### src/rtl/fft_spectrum_sink.sv
// Receives the FFT result stream, stores |re|+|im| per bin in a readable buffer,
// tracks the per-frame peak bin and reports malformed or dropped frames.
module fft_spectrum_sink #(
   parameter int NPOINT  = 256,
   parameter int IDX_W   = 8,
   parameter bit SKIP_DC = 1'b1
) (
   input  logic             fft_clk,
   input  logic             rst_n,
   input  logic             s_axi4s_tvalid,
   input  logic [31:0]      s_axi4s_tdata,
   input  logic [IDX_W-1:0] s_axi4s_tuser,
   input  logic             s_axi4s_tlast,
   input  logic             hold,
   input  logic             rd_en,
   input  logic [IDX_W-1:0] rd_addr,
   output logic [16:0]      rd_data,
   output logic             frame_done,
   output logic [IDX_W-1:0] peak_bin,
   output logic [16:0]      peak_mag,
   output logic             frame_err,
   output logic [7:0]       drop_cnt
);
   localparam int DATA_W = 16;
   localparam int MAG_W  = DATA_W + 1;
   localparam logic [IDX_W-1:0] LAST_IDX = IDX_W'(NPOINT - 1);

   typedef enum logic [1:0] {IDLE, CAPTURE, DROP} state_t;

   // |-32768| = 32768 fits because the result is unsigned.
   function automatic logic [DATA_W-1:0] abs_val(input logic signed [DATA_W-1:0] x);
      logic [DATA_W-1:0] u;
      u = x;
      return x[DATA_W-1] ? (~u + 1'b1) : u;
   endfunction

   function automatic logic [7:0] sat_inc(input logic [7:0] c);
      return (c == 8'hFF) ? c : c + 8'd1;
   endfunction

   state_t                   state;
   logic [IDX_W-1:0]         exp_idx;
   logic signed [DATA_W-1:0] re_p0, im_p0;
   logic                     idx_end, accept;

   logic                     vld_p1, first_p1, good_p1;
   logic [IDX_W-1:0]         idx_p1;
   logic [DATA_W-1:0]        are_p1, aim_p1;

   logic [MAG_W-1:0]         mag_p1, base_mag, next_mag, run_mag_p2;
   logic [IDX_W-1:0]         base_bin, next_bin, run_bin_p2;
   logic                     upd;

   logic [MAG_W-1:0]         mem [NPOINT];

   assign re_p0   = s_axi4s_tdata[15:0];
   assign im_p0   = s_axi4s_tdata[31:16];
   assign idx_end = (s_axi4s_tuser == LAST_IDX);

   always_comb begin
      accept = 1'b0;
      if (s_axi4s_tvalid) begin
         if (state == IDLE)
            accept = (s_axi4s_tuser == '0) && !hold;
         else if (state == CAPTURE)
            accept = (s_axi4s_tuser == exp_idx);
      end
   end

   // Stage 1: frame tracking and absolute values
   always_ff @(posedge fft_clk) begin
      if (!rst_n) begin
         state     <= IDLE;
         exp_idx   <= '0;
         vld_p1    <= 1'b0;
         first_p1  <= 1'b0;
         good_p1   <= 1'b0;
         frame_err <= 1'b0;
         drop_cnt  <= '0;
      end else begin
         vld_p1    <= accept;
         first_p1  <= accept && (state == IDLE);
         good_p1   <= accept && s_axi4s_tlast && idx_end;
         frame_err <= 1'b0;
         if (accept) begin
            exp_idx <= s_axi4s_tuser + 1'b1;
            if (s_axi4s_tlast || idx_end) begin
               state <= IDLE;
               if (!(s_axi4s_tlast && idx_end)) begin
                  frame_err <= 1'b1;
                  drop_cnt  <= sat_inc(drop_cnt);
               end
            end else begin
               state <= CAPTURE;
            end
         end else if (s_axi4s_tvalid) begin
            case (state)
               IDLE: begin
                  if (s_axi4s_tuser == '0) begin
                     state    <= DROP;
                     drop_cnt <= sat_inc(drop_cnt);
                  end
               end
               CAPTURE: begin
                  frame_err <= 1'b1;
                  drop_cnt  <= sat_inc(drop_cnt);
                  state     <= DROP;
               end
               DROP: begin
                  if (s_axi4s_tlast)
                     state <= IDLE;
               end
               default: state <= IDLE;
            endcase
         end
      end
   end

   always_ff @(posedge fft_clk) begin
      idx_p1 <= s_axi4s_tuser;
      are_p1 <= abs_val(re_p0);
      aim_p1 <= abs_val(im_p0);
   end

   // Beat 0 restarts the running peak; strict compare keeps the lower bin on ties.
   always_comb begin
      mag_p1   = {1'b0, are_p1} + {1'b0, aim_p1};
      base_mag = first_p1 ? '0 : run_mag_p2;
      base_bin = first_p1 ? '0 : run_bin_p2;
      upd      = (mag_p1 > base_mag) && !(SKIP_DC && (idx_p1 == '0));
      next_mag = upd ? mag_p1 : base_mag;
      next_bin = upd ? idx_p1 : base_bin;
   end

   // Stage 2: magnitude into the buffer and the running peak
   always_ff @(posedge fft_clk) begin
      if (vld_p1) begin
         mem[idx_p1] <= mag_p1;
         run_mag_p2  <= next_mag;
         run_bin_p2  <= next_bin;
      end
   end

   always_ff @(posedge fft_clk) begin
      if (!rst_n) begin
         frame_done <= 1'b0;
         peak_bin   <= '0;
         peak_mag   <= '0;
      end else begin
         frame_done <= vld_p1 && good_p1;
         if (vld_p1 && good_p1) begin
            peak_bin <= next_bin;
            peak_mag <= next_mag;
         end
      end
   end

   // Read-first: a same-cycle write to rd_addr is not visible until the next read.
   always_ff @(posedge fft_clk) begin
      if (!rst_n)
         rd_data <= '0;
      else if (rd_en)
         rd_data <= mem[rd_addr];
   end

endmodule

### config.mk
export PLATFORM = sky130hd
export DESIGN_NAME = fft_spectrum_sink
export DESIGN_NICKNAME = d
export VERILOG_FILES = /design/src/rtl/fft_spectrum_sink.sv
export SDC_FILE = /design/constraint.sdc
export NUM_CORES = 2
export LEC_CHECK = 0
export CORE_AREA = 2 2 455 638
export DETAILED_ROUTE_END_ITERATION = 16
export DIE_AREA = 0 0 457 640
export HOLD_SLACK_MARGIN = 0.03
export PLACE_DENSITY = 0.76
export SETUP_SLACK_MARGIN = 0.5
export SLEW_MARGIN = 10
export SYNTH_ARGS = -nofsm -noshare
export SYNTH_HDL_FRONTEND = slang
export SYNTH_MEMORY_MAX_BITS = 65536
export SYNTH_SLANG_ARGS = --single-unit
### constraint.sdc
create_clock -name fft_clk -period 15.5 [get_ports fft_clk]
set_input_delay 2.325 -clock fft_clk [delete_from_list [all_inputs] [get_ports fft_clk]]
set_output_delay 2.325 -clock fft_clk [all_outputs]
set_load 0.02 [all_outputs]
Word level (Yosys, flattened, before mapping)
Memories as Yosys holds them, arrays and structs flattened. A register that Yosys moved wholly into a read port is not among the register bits.
Cells that the tools add are included.
{"block": "word_totals", "memories": 1, "output_inout_bits": 52, "ramBits": 4352, "in_bits": 54, "reg_bits": 113}
{"name": "mem", "words": 256, "word_bits": 17, "rd": 1, "rd_ports_with_merged_regs": 1, "wr": 1, "line": "54", "text": "logic [MAG_W-1:0] mem [NPOINT];"}
{"block": "op_classes", "n_addsub": 5, "bitwise": 2, "magnitude_cmp": 1, "reduce_logical": 18, "eq_ne": 9, "n_mux": 29}
{"operator": "$mux W8", "count": 8}
{"operator": "$mux W17", "count": 2}
{"operator": "$add A16 B1 Y16 const B", "count": 2}
{"operator": "$not A16 Y16", "count": 2}
{"operator": "$mux W15", "count": 2}
{"operator": "$add A16 B16 Y17", "count": 1}
{"operator": "$gt A17 B17 Y1", "count": 1}
{"operator": "$add A8 B1 Y8 const B", "count": 2}
{"operator": "$eq A8 B8 Y1 const B", "count": 2}
{"operator": "$logic_not A8 Y1", "count": 2}
{"operator": "$pmux W8 S2", "count": 1}
{"operator": "$mux W1", "count": 11}
{"operator": "$eq A8 B8 Y1", "count": 1}
{"operator": "$mux W2", "count": 4}
{"operator": "$logic_and A1 B1 Y1", "count": 7}
{"operator": "$pmux W2 S3", "count": 1}
{"operator": "$reduce_and A5 Y1", "count": 1}
{"operator": "$logic_not A1 Y1", "count": 3}
{"operator": "$ne A3 B2 Y1 const B", "count": 1}
{"operator": "$ne A3 B3 Y1 const B", "count": 1}
{"operator": "$reduce_and A3 Y1", "count": 1}
{"operator": "$reduce_bool A3 Y1", "count": 1}
{"operator": "$eq A2 B1 Y1 const B", "count": 1}
{"operator": "$eq A2 B2 Y1 const B", "count": 1}
{"operator": "other kinds (5)", "count": 5}

Longest topological paths before layout
{"block": "logic_depth", "ltp_word": 6, "mapped_depth": 20, "depth_no_buf": 17}

Least setup slack after synthesis
No wires, ideal clock.
{"block": "synth_path", "path_kind": "register to register", "from": "register are_p1[0]", "to": "register peak_mag[11]", "arrival_ns": 11.549, "path_buffers": 3, "setup_ns": 0.096, "stages_incl_launch_ff": 20, "period_less_slack_ns": 11.645, "required_ns": 15.404, "setup_slack_ns": 3.855, "path_cell_list": "dfxtp_1 -> ha_1 -> fa_1 -> a21o_1 -> a21oi_1 -> o211a_1 -> o31ai_1 -> a21oi_1 -> xnor2_1 -> ha_1 -> nand4_1 -> nor2_1 -> a31oi_1 -> and2_1 -> a22o_1 -> buf_6 -> buf_6 -> clkbuf_1 -> nand2_1 -> a311oi_1"}
{"block": "synth_via", "elab_chain_cells": 4}
{"element": "start, declared", "line": "48", "text": "logic [DATA_W-1:0] are_p1, aim_p1;"}
{"element": "start signal, assigned", "line": "121", "text": "are_p1 <= abs_val(re_p0);"}
{"element": "$add A16 B16 Y17", "line": "127", "text": "mag_p1 = {1'b0, are_p1} + {1'b0, aim_p1};"}
{"element": "net mag_p1[14]", "line": "50", "text": "logic [MAG_W-1:0] mag_p1, base_mag, next_mag, run_mag_p2;"}
{"element": "$gt A17 B17 Y1", "line": "130", "text": "upd = (mag_p1 > base_mag) && !(SKIP_DC && (idx_p1 == '0));"}
{"element": "$logic_and A1 B1 Y1", "line": "130"}
{"element": "$mux W17", "line": "131", "text": "next_mag = upd ? mag_p1 : base_mag;"}
{"element": "end signal, assigned", "line": "153", "text": "peak_mag <= next_mag;"}
{"element": "end, declared", "line": "20", "text": "output logic [16:0] peak_mag,"}
The timed path passes the listed nets, and every way through them passes these cells.
A chain may end at the register's enable or synchronous reset.

==> impl_metrics.yaml <==
timing:
  fin_worst_skew_ns: 0.0515
  finalSetupTns_ns: 0
  period_share: 0.488
  final-setup-viol-count: 0
  relSlewSlack: 0.0924
  fmax_mhz: 132
  period_needed_ns: 7.57
  rsz0062_at_grt: "no"
  worst_pin_slew_ns: 1.36
  fin_ws_ns: 7.93
  maxSlewViolCount: 0
  hold_viol: 0
synth:
  syn_avg_cell_area_um2: 21.7
  synth_warnings: 0
  ys_ff_latch: 4482
  yosysSeqAreaShare: 0.779
  dominantRegCellSynth: "edfxtp_1"
  synth_edf_count: 4377
  synth_area_um2: 172000
  ys_async_sr_fraction: 0
  synth_top_area_frac: 0.766
  syn_nets: 8008
  netlist_instances: 7913
  synth_cell_types: 64
  synth_top_area_cell: "edfxtp_1"
  synth_area_leaders: "edfxtp_1 77%, mux4_2 13%, mux2i_1 1.6%"
die:
  start_util: 0.598
  die-area_um2: 292000
  io_pins: 106
  die_h_um: 640
  core_um2: 287000
  rows: 233
  die_w_um: 457
global_route:
  grt_antenna_before_repair: 19
  first_global_vias: 87328
  grt_use_total: 0.304
  grt_pass1_wl_mm: 634
  grt_max_degree: 186
  overflow: 0
pwr:
  ir_drop_uv: 208
  pwr_density_cell_nw_per_um2: 141
  leakagePower_nw: 59.5
  p_total_mw: 27.0
critical_path:
  reg2reg_depth: 17
  criticalPathCategory: "in -> reg"
  cp-end-kind: "flip-flop"
  critPathRequiredTime_ns: 16.32
  r2r-start: "are_p1[0]"
  startpoint_type: "input pin"
  arrival_ns: 8.39
  path_max_fanout: 47
  critPathLaunch: "rd_addr[4]"
drt:
  via_count: 86965
  drt_first_pass_iters: 8
  drc: 0
  routed_wl_mm: 444
  initialDrtViolationCount: 13437
  ant_nets: 0
  routedWlPerCell_um: 35.7
  vias_per_cell: 6.99
cts:
  clkSinkCount: 4482
  numCtsBuffers: 384
  clkTransAtPathRegs_ns: 0.07
  clk_latency_ns: 0.93
  clockBufferDepth: 4
  cts_resized: 0
  cts_root_buf: "clkbuf_16"
  tritoncts: "built"
  cts_setup_buffers: 0
  holdBufCountCts: 0
  cts_max_level: 5
flow_run:
  cap_violations: 0
finish:
  nets: 8443
  drive_above_1_share: 0.242
  design_area_um2: 192000
  area_growth_pct: 11.7
place:
  post_dp_cell_area_um2: 179000
  port_buffers: 105
  routabilityCongestion: 0.898
  dp_hpwl_mm: 250
  dp_slack_ns: 7.17
min_path:
  min_path_cells: 2
  worstHoldStart: "drop_cnt[6]"
  hp-class: "reg -> reg"
run_status:
  status: "complete, no violations"
-- where the power goes --
| part | total, mW | leakage (nW) | switching [mW] | internal, mW |
|---|---|---|---|---|
| logic | 2.61 | 13.8 | 2.12 | 0.488 |
| clock network | 9.74 | 6.18 | 4.28 | 5.46 |
| registers | 14.6 | 39.5 | 0.0224 | 14.6 |
| total | 27.0 | 59.5 | 6.42 | 20.6 |
-- layout by cell type (no fill, tap or decap), types with 11 or more instances in the layout --
| master | count |
|---|---|
| a2111oi_0 | 18 |
| clkinvlp_4 | 19 |
| o221ai_1 | 101 |
| buf_4 | 389 |
| a22oi_1 | 190 |
| nor2_2 | 35 |
| mux2i_1 | 274 |
| bufinv_16 | 44 |
| inv_6 | 12 |
| clkbuf_1 | 60 |
| nand2_1 | 169 |
| clkinv_1 | 72 |
| a211oi_1 | 63 |
| nor2_1 | 278 |
| a22o_1 | 49 |
| xor2_1 | 11 |
| nor2b_1 | 11 |
| o2111ai_1 | 17 |
| nand2b_1 | 22 |
| nand3_1 | 97 |
| clkinv_2 | 74 |
| o211ai_1 | 21 |
| nor4_1 | 15 |
| o22ai_1 | 34 |
| clkbuf_16 | 399 |
| a21oi_1 | 120 |
| a31oi_1 | 70 |
| dfxtp_1 | 105 |
| o21ai_0 | 71 |
| a211o_1 | 15 |
| inv_1 | 22 |
| xnor2_1 | 33 |
| a21o_1 | 14 |
| ha_1 | 39 |
| clkdlybuf4s50_1 | 100 |
| mux4_2 | 1022 |
| buf_12 | 16 |
| edfxtp_1 | 4377 |
| and3_1 | 25 |
-- final cells by class --
type,instances,area [um2]
Sequential cell,4482,134000
Tap cell,3760,4700
Antenna cell,10,25.0
Clock buffer,461,10200
Inverter,21,93.8
Timing Repair Buffer,508,4290
Clock inverter,241,2390
Fill cell,17324,95300
Multi-Input combinational cell,2951,36300
-- per-layer routing --
| layer | vias up | track usage | part of all wire |
|---|---|---|---|
| met2 | 6232 | 0.490 | 0.49 |
| met4 | 16 | 0.172 | 0.069 |
| met3 | 1181 | 0.0595 | 0.11 |
| li1 | 34228 | - | - |
| met1 | 45308 | 0.393 | 0.33 |
| met5 | - | 0 | 0.00026 |
-- cells by family (layout without fill, tap and decap cells) --
logic type / count (synthesis) / in the layout / share of synthesized area
and+or+nand+nor: 733 / 733 / 0.0191
buffers and inverters: 480 / 1231 / 0.0119
AOI/OAI and AO/OA: 824 / 824 / 0.0342
other: 0 / 10 / 0
muxes: 1297 / 1297 / 0.150
xor gates and xnor gates: 56 / 56 / 0.00286
DFF: 4482 / 4482 / 0.779
adders and majority gates: 41 / 41 / 0.00303
-- through the flow --
| stage | cells | util | hold slack, ns |
|---|---|---|---|
| 2_1_floorplan | 7913 | - | 0.474 |
| 3_3_place_gp | 11720 | 0.624 | 0.468 |
| 3_5_place_dp | 11722 | 0.624 | 0.478 |
| 4_1_cts | 12424 | 0.668 | 0.502 |
| 5_1_grt | 12425 | 0.668 | 0.538 |
| 6_report | 12434 | 0.668 | 0.503 |
-- cells in the mapped netlist, drive strengths merged (4+ instances only) --
| cell type | instances |
|---|---|
| o2111ai | 17 |
| inv | 21 |
| xor2 | 15 |
| or3 | 7 |
| nor3 | 8 |
| o221ai | 101 |
| xnor2 | 41 |
| ha | 40 |
| o21ai | 72 |
| nand4 | 10 |
| a21oi | 120 |
| o31ai | 8 |
| and2 | 7 |
| a31oi | 70 |
| clkbuf | 265 |
| a21o | 14 |
| nor2 | 315 |
| a22o | 50 |
| a31o | 8 |
| a22oi | 190 |
| a211oi | 63 |
| nand2b | 24 |
| a2111oi | 18 |
| dfxtp | 105 |
| nor2b | 16 |
| and3 | 25 |
| nand2 | 172 |
| nor4 | 18 |
| o211ai | 21 |
| mux4 | 1022 |
| o41ai | 4 |
| or3b | 8 |
| mux2i | 274 |
| o22ai | 34 |
| a211o | 15 |
| or2 | 15 |
| edfxtp | 4377 |
| nand3b | 4 |
| nand3 | 99 |
| buf | 194 |
-- registers in the layout, summed over array words and instances, names as in the netlist --
signal,cells
aim_p1,16
are_p1,16
drop_cnt,8
exp_idx,8
first_p1,1
frame_done,1
frame_err,1
good_p1,1
idx_p1,8
mem,4352
peak_bin,8
peak_mag,17
rd_data,17
run_bin_p2,8
run_mag_p2,17
state,2
vld_p1,1
-- path summary, 6_finish.rpt --
kind / end / slack, ns
hold reg to reg: drop_cnt[6] / 0.50
setup reg to reg: peak_bin[3] / 9.79
hold / removal: drop_cnt[6] / 0.50
setup / recovery: rd_data[7] / 7.93
-- critical path, stage by stage --
cell and delay [ns]:
clkbuf_8 0.46, buf_4 0.78, buf_4 0.80, and2_4 0.54
nand2_4 0.46, buf_4 0.59, o221ai_1 0.31, a211oi_1 0.12
nor4_1 1.08, buf_4 0.25, a31oi_1 0.14, o2111ai_1 0.33
Power figures use the tool's default switching activity.
